===== src/rtl/climate_classifier_mc.sv =====
`default_nettype none
// climate_classifier_mc: multi-channel sample classifier with per-channel trend,
// pressure-drop alert and debounced stable condition.  Rev 1.0
module climate_classifier_mc #(
  parameter int NUM_CH      = 4,
  parameter int TEMP_W      = 32,
  parameter int PRES_W      = 32,
  parameter int SNOW_T_MIN  = -10,
  parameter int SNOW_T_MAX  = 10,
  parameter int SNOW_P_MIN  = 950,
  parameter int SNOW_P_MAX  = 1000,
  parameter int SUNNY_T_MIN = 11,
  parameter int SUNNY_T_MAX = 25,
  parameter int SUNNY_P_MIN = 1000,
  parameter int SUNNY_P_MAX = 1020,
  parameter int STORM_T_MIN = 26,
  parameter int STORM_P_MAX = 949,
  parameter int PDROP_ALERT = 20,
  parameter int DEBOUNCE    = 3,
  localparam int CW         = (NUM_CH > 1) ? $clog2(NUM_CH) : 1
) (
  input  logic                     clk,
  input  logic                     rst,
  input  logic                     in_valid,
  output logic                     in_ready,
  input  logic [CW-1:0]            in_ch,
  input  logic signed [TEMP_W-1:0] temperature,
  input  logic [PRES_W-1:0]        pressure,
  output logic                     out_valid,
  input  logic                     out_ready,
  output logic [CW-1:0]            out_ch,
  output logic [2:0]               climate_condition,
  output logic [2:0]               stable_condition,
  output logic [1:0]               temp_trend,
  output logic                     pres_drop_alert,
  output logic                     ch_err,
  output logic                     busy
);

  localparam int CNTW = $clog2(DEBOUNCE + 1);

  localparam logic [1:0] S_IDLE     = 2'd0;
  localparam logic [1:0] S_CLASSIFY = 2'd1;
  localparam logic [1:0] S_UPDATE   = 2'd2;
  localparam logic [1:0] S_RESP     = 2'd3;

  localparam logic [2:0] c_UNDEF = 3'd0;
  localparam logic [2:0] c_SNOW  = 3'd1;
  localparam logic [2:0] c_SUNNY = 3'd2;
  localparam logic [2:0] c_STORM = 3'd3;
  localparam logic [2:0] c_ERROR = 3'd4;

  localparam logic signed [TEMP_W-1:0] c_SNOW_T_MIN  = TEMP_W'(SNOW_T_MIN);
  localparam logic signed [TEMP_W-1:0] c_SNOW_T_MAX  = TEMP_W'(SNOW_T_MAX);
  localparam logic signed [TEMP_W-1:0] c_SUNNY_T_MIN = TEMP_W'(SUNNY_T_MIN);
  localparam logic signed [TEMP_W-1:0] c_SUNNY_T_MAX = TEMP_W'(SUNNY_T_MAX);
  localparam logic signed [TEMP_W-1:0] c_STORM_T_MIN = TEMP_W'(STORM_T_MIN);
  localparam logic [PRES_W-1:0] c_SNOW_P_MIN  = PRES_W'(SNOW_P_MIN);
  localparam logic [PRES_W-1:0] c_SNOW_P_MAX  = PRES_W'(SNOW_P_MAX);
  localparam logic [PRES_W-1:0] c_SUNNY_P_MIN = PRES_W'(SUNNY_P_MIN);
  localparam logic [PRES_W-1:0] c_SUNNY_P_MAX = PRES_W'(SUNNY_P_MAX);
  localparam logic [PRES_W-1:0] c_STORM_P_MAX = PRES_W'(STORM_P_MAX);
  localparam logic [PRES_W-1:0] c_PDROP       = PRES_W'(PDROP_ALERT);
  localparam logic [CW:0]       c_NUM_CH      = (CW + 1)'(NUM_CH);
  localparam logic [CNTW-1:0]   c_DEB         = CNTW'(DEBOUNCE);

  logic [1:0]               r_state;
  logic                     r_in_ready;
  logic [CW-1:0]            r_ch;
  logic signed [TEMP_W-1:0] r_temp;
  logic [PRES_W-1:0]        r_pres;
  logic [2:0]               r_raw;
  logic                     r_ch_err;

  logic                     r_out_valid;
  logic [CW-1:0]            r_out_ch;
  logic [2:0]               r_out_cond;
  logic [2:0]               r_out_stable;
  logic [1:0]               r_out_trend;
  logic                     r_out_alert;
  logic                     r_out_ch_err;

  logic                     r_prev_valid [NUM_CH];
  logic signed [TEMP_W-1:0] r_prev_temp  [NUM_CH];
  logic [PRES_W-1:0]        r_prev_pres  [NUM_CH];
  logic [2:0]               r_stable     [NUM_CH];
  logic [2:0]               r_last_raw   [NUM_CH];
  logic [CNTW-1:0]          r_cnt        [NUM_CH];

  logic        w_ch_err, w_snow, w_sunny, w_storm;
  logic [2:0]  w_class;
  logic [CW-1:0] w_idx;
  logic [1:0]  w_trend;
  logic        w_alert;
  logic [2:0]  w_new_last, w_new_stable;
  logic [CNTW-1:0] w_new_cnt;

  assign w_ch_err = ({1'b0, r_ch} >= c_NUM_CH);
  assign w_snow   = (r_temp >= c_SNOW_T_MIN) && (r_temp <= c_SNOW_T_MAX) &&
                    (r_pres >= c_SNOW_P_MIN) && (r_pres <= c_SNOW_P_MAX);
  assign w_sunny  = (r_temp >= c_SUNNY_T_MIN) && (r_temp <= c_SUNNY_T_MAX) &&
                    (r_pres >= c_SUNNY_P_MIN) && (r_pres <= c_SUNNY_P_MAX);
  assign w_storm  = (r_temp >= c_STORM_T_MIN) && (r_pres <= c_STORM_P_MAX);

  always_comb begin
    w_class = c_ERROR;
    if (w_ch_err)     w_class = c_ERROR;
    else if (w_snow)  w_class = c_SNOW;
    else if (w_sunny) w_class = c_SUNNY;
    else if (w_storm) w_class = c_STORM;
  end

  // An out-of-range channel never touches the history, so any in-range index is safe here
  assign w_idx = r_ch_err ? '0 : r_ch;

  always_comb begin
    w_trend = 2'b00;
    w_alert = 1'b0;
    if (r_prev_valid[w_idx]) begin
      if (r_temp > r_prev_temp[w_idx])      w_trend = 2'b01;
      else if (r_temp < r_prev_temp[w_idx]) w_trend = 2'b10;
      else                                  w_trend = 2'b11;
      w_alert = (r_prev_pres[w_idx] > r_pres) &&
                ((r_prev_pres[w_idx] - r_pres) >= c_PDROP);
    end
  end

  always_comb begin
    w_new_last = r_last_raw[w_idx];
    w_new_cnt  = r_cnt[w_idx];
    if (r_raw == r_last_raw[w_idx]) begin
      w_new_cnt = (r_cnt[w_idx] >= c_DEB) ? c_DEB : r_cnt[w_idx] + 1'b1;
    end else begin
      w_new_last = r_raw;
      w_new_cnt  = CNTW'(1);
    end
    w_new_stable = (w_new_cnt == c_DEB) ? r_raw : r_stable[w_idx];
  end

  always_ff @(posedge clk or posedge rst) begin
    if (rst) begin
      r_state      <= S_IDLE;
      r_in_ready   <= 1'b0;
      r_ch         <= '0;
      r_temp       <= '0;
      r_pres       <= '0;
      r_raw        <= c_UNDEF;
      r_ch_err     <= 1'b0;
      r_out_valid  <= 1'b0;
      r_out_ch     <= '0;
      r_out_cond   <= c_UNDEF;
      r_out_stable <= c_UNDEF;
      r_out_trend  <= 2'b00;
      r_out_alert  <= 1'b0;
      r_out_ch_err <= 1'b0;
    end else begin
      case (r_state)
        S_IDLE: begin
          if (in_valid && r_in_ready) begin
            r_ch       <= in_ch;
            r_temp     <= temperature;
            r_pres     <= pressure;
            r_in_ready <= 1'b0;
            r_state    <= S_CLASSIFY;
          end else begin
            r_in_ready <= 1'b1;
          end
        end
        S_CLASSIFY: begin
          r_raw    <= w_class;
          r_ch_err <= w_ch_err;
          r_state  <= S_UPDATE;
        end
        S_UPDATE: begin
          r_out_ch     <= r_ch;
          r_out_cond   <= r_raw;
          r_out_stable <= r_ch_err ? c_UNDEF : w_new_stable;
          r_out_trend  <= r_ch_err ? 2'b00 : w_trend;
          r_out_alert  <= r_ch_err ? 1'b0 : w_alert;
          r_out_ch_err <= r_ch_err;
          r_out_valid  <= 1'b1;
          r_state      <= S_RESP;
        end
        S_RESP: begin
          if (out_ready) begin
            r_out_valid <= 1'b0;
            r_in_ready  <= 1'b1;
            r_state     <= S_IDLE;
          end
        end
        default: r_state <= S_IDLE;
      endcase
    end
  end

  always_ff @(posedge clk or posedge rst) begin
    if (rst) begin
      for (int i = 0; i < NUM_CH; i++) begin
        r_prev_valid[i] <= 1'b0;
        r_prev_temp[i]  <= '0;
        r_prev_pres[i]  <= '0;
        r_stable[i]     <= c_UNDEF;
        r_last_raw[i]   <= c_UNDEF;
        r_cnt[i]        <= '0;
      end
    end else if (r_state == S_UPDATE && !r_ch_err) begin
      r_prev_valid[w_idx] <= 1'b1;
      r_prev_temp[w_idx]  <= r_temp;
      r_prev_pres[w_idx]  <= r_pres;
      r_stable[w_idx]     <= w_new_stable;
      r_last_raw[w_idx]   <= w_new_last;
      r_cnt[w_idx]        <= w_new_cnt;
    end
  end

  assign in_ready          = r_in_ready;
  assign out_valid         = r_out_valid;
  assign out_ch            = r_out_ch;
  assign climate_condition = r_out_cond;
  assign stable_condition  = r_out_stable;
  assign temp_trend        = r_out_trend;
  assign pres_drop_alert   = r_out_alert;
  assign ch_err            = r_out_ch_err;
  assign busy              = (r_state != S_IDLE);

endmodule
`default_nettype wire


===== config.mk =====
export PLATFORM = sky130hd
export DESIGN_NAME = climate_classifier_mc
export DESIGN_NICKNAME = d
export VERILOG_FILES = /design/src/rtl/climate_classifier_mc.sv
export SDC_FILE = /design/constraint.sdc
export NUM_CORES = 1
export LEC_CHECK = 0
export CAP_MARGIN = 20
export CORE_MARGIN = 2
export CORE_UTILIZATION = 36
export CTS_BUF_LIST = sky130_fd_sc_hd__clkbuf_16
export DETAILED_ROUTE_END_ITERATION = 6
export SLEW_MARGIN = 15
export SYNTH_ARGS = -nofsm -noshare
export SYNTH_HDL_FRONTEND = slang
export SYNTH_SLANG_ARGS = --single-unit
export TNS_END_PERCENT = 100

===== constraint.sdc =====
create_clock -name clk -period 18.55 [get_ports clk]
set_input_delay 5.565 -clock clk [delete_from_list [all_inputs] [get_ports clk]]
set_output_delay 5.565 -clock clk [all_outputs]
set_load 0.03 [all_outputs]

Word-level counts from Yosys, hierarchy flattened
Index checks and enable logic that the tools add are counted.
{"block": "word_totals", "regBits": 376, "output_inout_bits": 15}
{"block": "op_classes", "n_addsub": 2, "order_cmp": 17, "n_eq_ne": 7, "mux": 50, "n_bitwise": 2, "reduce_logical": 18}
{"op": "bitwise mux 128 bit", "n": 2}
{"op": "two-way mux 32 bit", "n": 5}
{"op": "binary-select mux 32 bit (select 2 bit)", "n": 2}
{"op": "greater-or-equal comparator 32 x 5 -> 1 bit, second input constant", "n": 3}
{"op": "less-or-equal comparator 32 x 10 -> 1 bit, second input constant", "n": 3}
{"op": "demux 32 bit (select 2 bit)", "n": 1}
{"op": "greater-or-equal comparator 32 x 10 -> 1 bit, second input constant", "n": 2}
{"op": "> comparator 32 bit", "n": 2}
{"op": "greater-or-equal comparator 32 x 6 -> 1 bit, second input constant", "n": 1}
{"op": "less-or-equal comparator 32 x 5 -> 1 bit, second input constant", "n": 1}
{"op": "less-or-equal comparator 32 x 6 -> 1 bit, second input constant", "n": 1}
{"op": "less-than comparator 32 bit", "n": 1}
{"op": "subtractor 32 bit", "n": 1}
{"op": "two-way mux 3 bit", "n": 10}
{"op": "bitwise mux 12 bit", "n": 2}
{"op": "two-way mux 2 bit", "n": 9}
{"op": "binary-select mux 3 bit (select 2 bit)", "n": 2}
{"op": "logical AND 1 bit", "n": 10}
{"op": "bitwise mux 8 bit", "n": 1}
{"op": "two-way mux 1 bit", "n": 8}
{"op": "case mux 2 bit (4 select lines)", "n": 1}
{"op": "AND reduction 2 bit", "n": 4}
{"op": "demux 3 bit (select 2 bit)", "n": 1}
{"op": "== test 2 bit, second input constant", "n": 3}
{"op": "other kinds (16)", "n": 20}

Longest topological paths before layout
Gate-level depths: netlist of run 1.
{"block": "depth", "ltp_word": 10, "mapped_depth": 17}

Worst setup path before layout of run 1
No wires, ideal clock.
{"block": "synth_timing", "path_type": "input to register", "from": "in in_valid", "to": "reg r_pres[10]", "setup_time_ps": 125, "t_arrival_ps": 6728, "setup_slack_ps": 11697, "stages": 4, "path_cell_list": "nand3_1 clkbuf_1 clkbuf_1 mux2_2"}
{"block": "synth_via", "elab_chain_len": 2}
{"element": "start: declaration", "line_no": "24", "text": "input logic in_valid,"}
{"element": "logical AND 1 bit", "line_no": "159", "text": "if (in_valid && r_in_ready) begin"}
{"element": "AND reduction 2 bit (no source line)"}
{"element": "end signal: assignment", "line_no": "162", "text": "r_pres <= pressure;"}
{"element": "end: declaration", "line_no": "71", "text": "logic [PRES_W-1:0] r_pres;"}
No other way between the ends.
A chain may end at the register's enable or synchronous reset.

==> results.toml, run 1 <==
[clock_network]
hold_buffers = 0
clk_latency_ps = 560
post-cts-setup-buffers = 0
cts-buffers-inserted = 41
cts_buffer_depth = 3
root_buffer = "clkbuf_16"
cts.sinks = 376
cts_tree = "done"
cts_resized = 0
cts.htree.levels = 2
path_clk_slew_ps = 60

[drt]
detail_route.wl_per_cell_um = 19.1
drt-vias-per-instance = 5.34
drc_errors = 0
dr.pass1.iters = 4
detail-route-antenna-nets = 0
routed_wl_um = 45300
drt-initial-drc-count = 693
vias = 12690

[worst_setup_path]
crit_family = "buffers and inverters"
path_class = "in -> async"
crit_arrival_ps = 9340
endpoint_kind = "asynchronous set/reset pin"
path_max_fanout = 107
worst-path-buf-inv = 5
cpMostUsedCell = "buf_4"
cp_slowest_cell = "buf_4"
cpPeakStageDelay_ps = 860
crit_chain = "clkdlybuf4s50_1 -> inv_8 -> buf_4 -> buf_4 -> buf_4"
worstPathRequired_ps = 19110
critPathLaunchType = "primary input"

[global_route]
grt_antenna_before_repair = 0
grt_usage_pct = 16.9
overflow = 0
first_global_vias = 13290
grt_max_degree = 108
grt_pass1_wl_um = 73400

[job]
maxCapViolations = 0

[synth]
yosys.area.top_type = "dfrtp_1"
synthFlopType = "dfrtp_1"
ys_ff_latch = 376
synth_common_cells = "376 x dfrtp_1, 237 x mux2_2, 170 x nand2_1, 140 x o21ai_0, 84 x inv_1"
yosysMostFrequentCell = "dfrtp_1"
ys_top_cells_by_area = "dfrtp_1 49%, mux2_2 14%, mux4_2 8.6%, ha_1 4.5%, o21ai_0 3.7%"
avgSynthCellArea_um2 = 11.9
syn_nets = 1748
synth-edff-count = 0
ys.warnings.count = 0
synthesis.area_mm2 = 0.0191
synthCells = 1609
netlist.area_leader.share_pct = 49.3
yosysSeqAreaShare_pct = 49.3
synth-async-reset-ratio_pct = 100
synth.distinct_cells = 80

[timing]
rsz0062_at_grt = "false"
fin_skew_ps = 18.0
maxSlewViolCount = 0
finalHoldViolCount = 0
relSlewSlack_pct = 29.4
tns_ps = 0
fmaxAchievable_ghz = 0.114
setup_viol = 0
period_share_pct = 47.3
worstMarginPinSlew_ps = 1060
period_needed_ps = 8780

[worst_hold_path]
hp-class = "reg -> reg"

[layout]
drive_above_1_share_pct = 24.4
syn_to_final_growth_pct = 14.8
num-fill-cells = 4910
final_nets = 1799
diodes = 0

[place]
post-dp-hpwl_um = 30500
gp_congestion = 0.922
portBuffers = 83

[floorplanning]
core_region_area_mm2 = 0.0524
rows = 84
die-area_mm2 = 0.0548
die_y_um = 234
start_util_pct = 36.4
io_pins = 85
die_w_um = 234

[run_status]
status = "complete, no violations"
## placed cells by master, fill, tap and decap left out, drive strengths merged, types with 5 or more instances in the layout
cell type,Yosys,layout
xnor2,9,9
or4,5,5
clkinv,0,12
o21ai,144,144
clkdlybuf4s50,0,83
xor2,6,6
nand2,173,173
nor3b,5,5
mux4,73,73
a21oi,66,66
o211ai,9,9
o31ai,6,6
o2111ai,6,6
dfrtp,376,376
nor4,22,22
nor3,17,17
a211oi,5,5
nand4,26,26
ha,68,68
mux2,237,237
and3,8,8
o21a,5,5
and2,5,5
nor2,40,40
nor2b,8,8
clkbuf,55,42
nand3,19,19
buf,36,16
inv,84,95
a21o,24,24
nand2b,7,7
## routing by layer
metal / GRT usage (%) / part of all wire, % / up-vias
met5: 0 / 0 / -
li1: - / - / 5964
met2: 29.4 / 50 / 198
met4: 3.96 / 1.8 / 0
met3: 2.15 / 3.2 / 60
met1: 22.4 / 45 / 6468
## layout make-up
type | count | area, µm² | area share [%]
Tap cell | 688 | 861 | 3.93
Clock inverter | 29 | 267 | 1.22
Clock buffer | 42 | 1050 | 4.80
Sequential cell | 376 | 9420 | 43.0
Inverter | 84 | 323 | 1.48
Timing Repair Buffer | 99 | 963 | 4.40
Multi-Input combinational cell | 1058 | 9000 | 41.1
## per-stage QoR
stage | hold slack [ps] | setup WS, ps | area [µm²] | utilization [%] | cells
detailed placement | 447 | 9050 | 20500 | 39.2 | 2304
floorplan | 429 | 2540 | 19100 | - | 1609
finish | 466 | 9770 | 21900 | 41.7 | 2376
global placement | 444 | 9200 | 20500 | 39.2 | 2304
CTS | 465 | 9640 | 21900 | 41.7 | 2375
global route | 489 | 9190 | 21900 | 41.7 | 2376
## flip-flops by register name (all words and copies together), names as in the netlist, 3 cells and up
| signal | count |
|---|---|
| stable_condition | 3 |
| r_stable | 12 |
| r_prev_valid | 4 |
| r_last_raw | 12 |
| r_pres | 32 |
| r_cnt | 8 |
| climate_condition | 3 |
| r_prev_pres | 128 |
| r_temp | 32 |
| r_prev_temp | 128 |
| r_raw | 3 |
## path summary, 6_finish.rpt
| kind | startpoint | end | slack [ps] | cells after the start |
|---|---|---|---|---|
| worst max-delay path | rst | r_prev_pres[125] | 9770 | 5 |
| worst min-delay path | r_prev_valid[2] | r_prev_valid[2] | 470 | 1 |
| worst max register to register | r_ch[0] | pres_drop_alert | 13040 | 13 |
| worst min register to register | r_prev_valid[2] | r_prev_valid[2] | 470 | 1 |
| max in group clk | r_state[0] | busy | 10930 | 4 |
| min in group asynchronous | rst | in_ready | 5490 | 2 |
## cell families after synthesis
group	Yosys count	share of synthesized area [%]
AO/OA/AOI/OAI	306	9.95
XOR/XNOR	15	0.689
adder cells (fa/ha/maj)	69	4.57
buffers and inverters	175	3.60
flip-flops	376	49.3
multiplexers	314	22.8
other	1	0.0197
AND/OR/NAND/NOR	353	9.00
Power of run 1 is not shown: default switching activity piles up to over one toggle a cycle in this logic, so the estimate is an artifact.
==> inputs of run 2 (changes only) <==
clock period = 7.35 ns   (was 18.55 ns; I/O delays follow)
==> results.toml, run 2 (synthesis results as in run 1) <==
[run_status]
status = "finished, violations left"
violations = "DRC"

[timing]
worstMarginPinSlew_ps = 1130
fmaxAchievable_ghz = 0.203
tns_ps = 0
finalHoldViolCount = 0
relSlewSlack_pct = 24.4
maxSlewViolCount = 0
fin_skew_ps = 18.1
period_share_pct = 67.1
rsz0062_at_grt = "false"
period_needed_ps = 4930
setup_viol = 0

[clock_network]
post-cts-setup-buffers = 0
root_buffer = "clkbuf_16"
cts-buffers-inserted = 41
cts.htree.levels = 2
cts.sinks = 376
hold_buffers = 0
clk_latency_ps = 580
cts_resized = 0
cts_buffer_depth = 3
path_clk_slew_ps = 60
cts_tree = "done"

[place]
gp_congestion = 0.897
post-dp-hpwl_um = 30700
portBuffers = 83

[global_route]
grt_max_degree = 171
overflow = 0
grt_antenna_before_repair = 0
first_global_vias = 13344
grt_usage_pct = 17.2
grt_pass1_wl_um = 74300

[worst_setup_path]
worstPathRequired_ps = 7820
reg2reg_depth = 13
path_class = "reg -> reg"
path_max_fanout = 37
regToRegSetupSlack_ps = 2420
cpMostUsedCell = "o21a_1"
cpPeakStageDelay_ps = 900
crit_chain = "buf_4 -> mux4_2 -> inv_1 -> ha_1 -> nor2b_1 -> o21a_1 -> o21a_1 -> o21ai_0 -> a21oi_1 -> a2111oi_0 -> o2111ai_1 -> o32a_1 -> a22o_1"
r2r-start = "r_ch[0]"
cp_slowest_cell = "dfrtp_4"
critPathLaunchType = "register"
r2r_end = "temp_trend[0]"
crit_arrival_ps = 5400
endpoint_kind = "register"

[layout]
final_nets = 1801
reg_top3 = "r_prev_pres: 128 flops, r_prev_temp: 128 flops"
layout_commonest_cell = "dfrtp_1"
syn_to_final_growth_pct = 14.7
layout_common_cells = "374 x dfrtp_1, 237 x mux2_2, 170 x nand2_1"
drive_above_1_share_pct = 24.6
diodes = 0

[floorplanning]
start_util_pct = 36.4
die_y_um = 234
rows = 84
die-area_mm2 = 0.0548
die_w_um = 234
core_region_area_mm2 = 0.0524
io_pins = 85

[drt]
detail-route-antenna-nets = 0
vias = 12797
dr.pass1.iters = 7
detail_route.wl_per_cell_um = 19.3
drt-initial-drc-count = 639
routed_wl_um = 45900
drc_errors = 3
drt-vias-per-instance = 5.38

[worst_hold_path]
hp-start = "r_prev_valid[2]"
hold_end = "r_prev_valid[2]"
holdPathStages = 1
hp-class = "reg -> reg"

[job]
maxCapViolations = 0
-- run 2: how the worst max path moves through the flow --
stage	startpoint	to	slack [ps]
2_1_floorplan	rst	climate_condition[0]	90
3_3_place_gp	r_ch[0]	temp_trend[0]	2280
3_5_place_dp	r_ch[0]	temp_trend[0]	2280
4_1_cts	r_ch[0]	temp_trend[0]	2260
5_1_grt	r_ch[0]	temp_trend[0]	2140
6_report	r_ch[0]	temp_trend[0]	2420
-- run 2: layout make-up --
class | count | area (µm²)
clock inverters | 31 | 224
fillers | 4952 | 30600
flip-flops and latches | 376 | 9420
inverters | 84 | 319
repair buffers | 101 | 1000
well taps | 688 | 861
multi-input cells | 1058 | 9000
clock buffers | 42 | 1050
-- run 2: routing by layer --
metal | vias up | track usage, % | wire length, µm
met1 | 6554 | 22.7 | 20600
met5 | - | 0 | 0
met3 | 66 | 2.26 | 1440
met2 | 203 | 29.7 | 22900
li1 | 5974 | - | -
met4 | 0 | 4.87 | 949
-- run 2: worst max-delay path, delay by kind of cell, from the launching register on --
family / cells / cell delay [ps]
buf+inv: 2 / 580
compound gates: 8 / 2390
fa+ha+maj: 1 / 220
flops: 1 / 900
simple gates: 1 / 130
mux: 1 / 550
-- run 2: stage by stage --
step	cells	instance area [µm²]	setup WS [ps]	hold WS [ps]	util [%]
after global routing	2380	21900	2140	483	41.7
after detailed placement	2306	20600	2280	448	39.2
final	2380	21900	2420	460	41.7
after CTS	2379	21900	2260	461	41.7
after global placement	2306	20600	2280	445	39.2
after floorplan	1609	19100	94.9	429	-
Power of run 2 is left out for the same reason.
==> RTL edit (config.mk and constraints of run 1) <==
Change the parameter `PRES_W` from 32 to 48.
--- a/src/rtl/climate_classifier_mc.sv
+++ b/src/rtl/climate_classifier_mc.sv
@@ -4,7 +4,7 @@
 module climate_classifier_mc #(
   parameter int NUM_CH      = 4,
   parameter int TEMP_W      = 32,
-  parameter int PRES_W      = 32,
+  parameter int PRES_W      = 48,
   parameter int SNOW_T_MIN  = -10,
   parameter int SNOW_T_MAX  = 10,
   parameter int SNOW_P_MIN  = 950,
Interface: changed (resized pressure); port bits go from 85 to 101. No check against the original RTL was run, so the function may have changed too.
==> RTL edit against run 1 <==
- critical path depth decreased by 1
- critical path type is now flop to output port
- wire length increased by 26%
- worst setup slack improved by 1.1 ns
- design area increased by 22%
- global-route usage increased by 0.22 points
- synthesized area increased by 23%
- sequential cell count increased by 80
Power is left out: the tool's default activity adds up to more than one toggle a clock period on the data nets, which glitch-free logic cannot reach.
==> RTL edit: results (changes against run 1) <==
[run_status]
status=finished clean  ; unchanged

[setup_path]
arrival_ns=2.10  ; was 9.34 ns
cpPeakStageDelay_ns=0.66  ; was 0.86 ns
worstReg2RegStart=r_ch[1]$_DFFE_PP0P_  ; was r_ch[0]$_DFFE_PP0P_
worstPathMaxFanout=5  ; was 107
reg2regPathDepth=14  ; was 13
critPathSlowestCell=clkdlybuf4s50_1  ; was buf_4
reg2reg_slack_ns=13.20  ; was 13.04 ns

[clock_tree]
path_clk_slew_ns=0.06  ; about the same
htree_levels=2  ; unchanged
clkLatencyLatePin_ns=0.60  ; was 0.56 ns
cts_buffers=46  ; was 41
ctsResizeCount=0  ; unchanged
cts_root_buffer=clkbuf_16  ; unchanged

[place]
gp_congestion=0.8727  ; was 0.9219
io_buffers=99  ; was 83
dp_slack_ns=10.64  ; was 9.050 ns
dpl.hpwl_mm=38.18  ; was 30.46 mm

[grt]
grt.total_usage_pct=17.09  ; was 16.87%
antenna_found_initial=0  ; unchanged
grt_pass1_vias=16570  ; was 13290
grt_pass1_wl_mm=92.15  ; was 73.38 mm
grt_max_degree=173  ; was 108

[logic_synthesis]
synth.area.top_cells=dfrtp_1 49%, mux2_2 13%, mux4_2 8.5%  ; was dfrtp_1 49%, mux2_2 14%, mux4_2 8.6%
synth_xor_area_share_pct=1.193  ; was 0.6890%
synth_common_cells=456 x dfrtp_1, 269 x mux2_2, 225 x nand2_1  ; was 376 x dfrtp_1, 237 x mux2_2, 170 x nand2_1
synth_nets=2217  ; was 1748
yosys-mux-area-fraction_pct=21.77  ; was 22.83%
synth_cell_types=74  ; was 80
synth-adder-area-share_pct=4.559  ; was 4.567%
yosysSeqAreaShare_pct=48.58  ; was 49.35%
synth-compound-area-share_pct=10.81  ; was 9.948%
synth_flop_cell=dfrtp_1  ; unchanged

[sta]
fin_skew_ns=0.01898  ; was 0.01798 ns
drv_slew=0  ; unchanged
tightestPinTransition_ns=1.107  ; was 1.059 ns

[cells_and_area]
drive_gt1_share_pct=22.15  ; was 24.41%
reg_top3=r_prev_pres x192, r_prev_temp x128, r_pres x48  ; was r_prev_pres x128, r_prev_temp x128
final_nets=2262  ; was 1799

[worst_hold_path]
whs_endpoint=r_prev_valid[2]$_DFFE_PP0P_  ; unchanged
hold_depth=1  ; unchanged
hold_path.class=flop to flop  ; unchanged

[detailed_routing]
vias=16050  ; was 12690
drt-initial-drc-count=968  ; was 693
firstDrtPassIters=5  ; was 4
wl_per_cell_um=19.13  ; was 19.08 um

==> RTL edit: changes by cell type in the layout (fill, tap and decap cells not counted), moves of 14 or more <==
cell	delta
o21a_1	+15
nor2_1	+14
dfrtp_1	+80
o21ai_0	+72
mux2_2	+32
nand2_1	+55
nand4_1	+17
a21oi_1	+31
mux4_2	+16
ha_1	+16
inv_1	+27
clkdlybuf4s50_1	+16
==> RTL edit: cells by family after synthesis <==
kind of cell             Yosys count
AO/OA/AOI/OAI                    434
adder cells (fa/ha/maj)           85
other                              1
buffers and inverters            223
XOR/XNOR                          32
multiplexers                     366
AND/OR/NAND/NOR                  449
flip-flops                       456
==> RTL edit: critical path, delay by kind of cell, from the launching register on <==
kind	cells	cell delay [ns]
DFF	1	0.40
buffers and inverters	3	0.82
adders and majority gates	1	0.29
==> RTL edit: routing by layer <==
metal / wire length (um) / vias up / part of all wire (%) / global-route usage (%)
met1: 25850 / 8199 / 45 / 23.40
met3: 2215 / 80 / 3.9 / 2.402
met4: 1172 / 0 / 2.1 / 4.630
li1: - / 7481 / - / -
met2: 27810 / 292 / 49 / 28.40
met5: 0 / - / 0 / 0
==> RTL edit: worst max-delay path by stage <==
| stage | from | end |
|---|---|---|
| 6_report | r_state[0]$_DFFE_PP0P_ | busy |
| 5_1_grt | r_state[0]$_DFFE_PP0P_ | busy |
| 2_1_floorplan | rst | climate_condition[0]$_DFFE_PP0P_ |
| 3_3_place_gp | rst | r_temp[11]$_DFFE_PP0P_ |
| 3_5_place_dp | rst | r_temp[12]$_DFFE_PP0P_ |
| 4_1_cts | r_state[0]$_DFFE_PP0P_ | busy |
==> RTL edit: layout make-up <==
cell class	count	area [sq um]
Antenna cell	1	2.502
Multi-Input combinational cell	1367	11160
Sequential cell	456	11420
Timing Repair Buffer	118	1164
Inverter	102	390.4
Clock inverter	37	305.3
Tap cell	855	1070
Fill cell	6175	37810
Clock buffer	46	1151
==> RTL edit: stage by stage <==
| stage | instance area, sq um | hold WS (ns) | std cells | util (%) |
|---|---|---|---|---|
| 5_1_grt | 26660 | 0.4918 | 2981 | 41.35 |
| 3_5_place_dp | 25170 | 0.4512 | 2896 | 39.04 |
| 2_1_floorplan | 23490 | 0.4287 | 2046 | - |
| 3_3_place_gp | 25170 | 0.4437 | 2896 | 39.04 |
| 4_1_cts | 26620 | 0.4693 | 2979 | 41.30 |
| 6_report | 26660 | 0.4653 | 2982 | 41.35 |
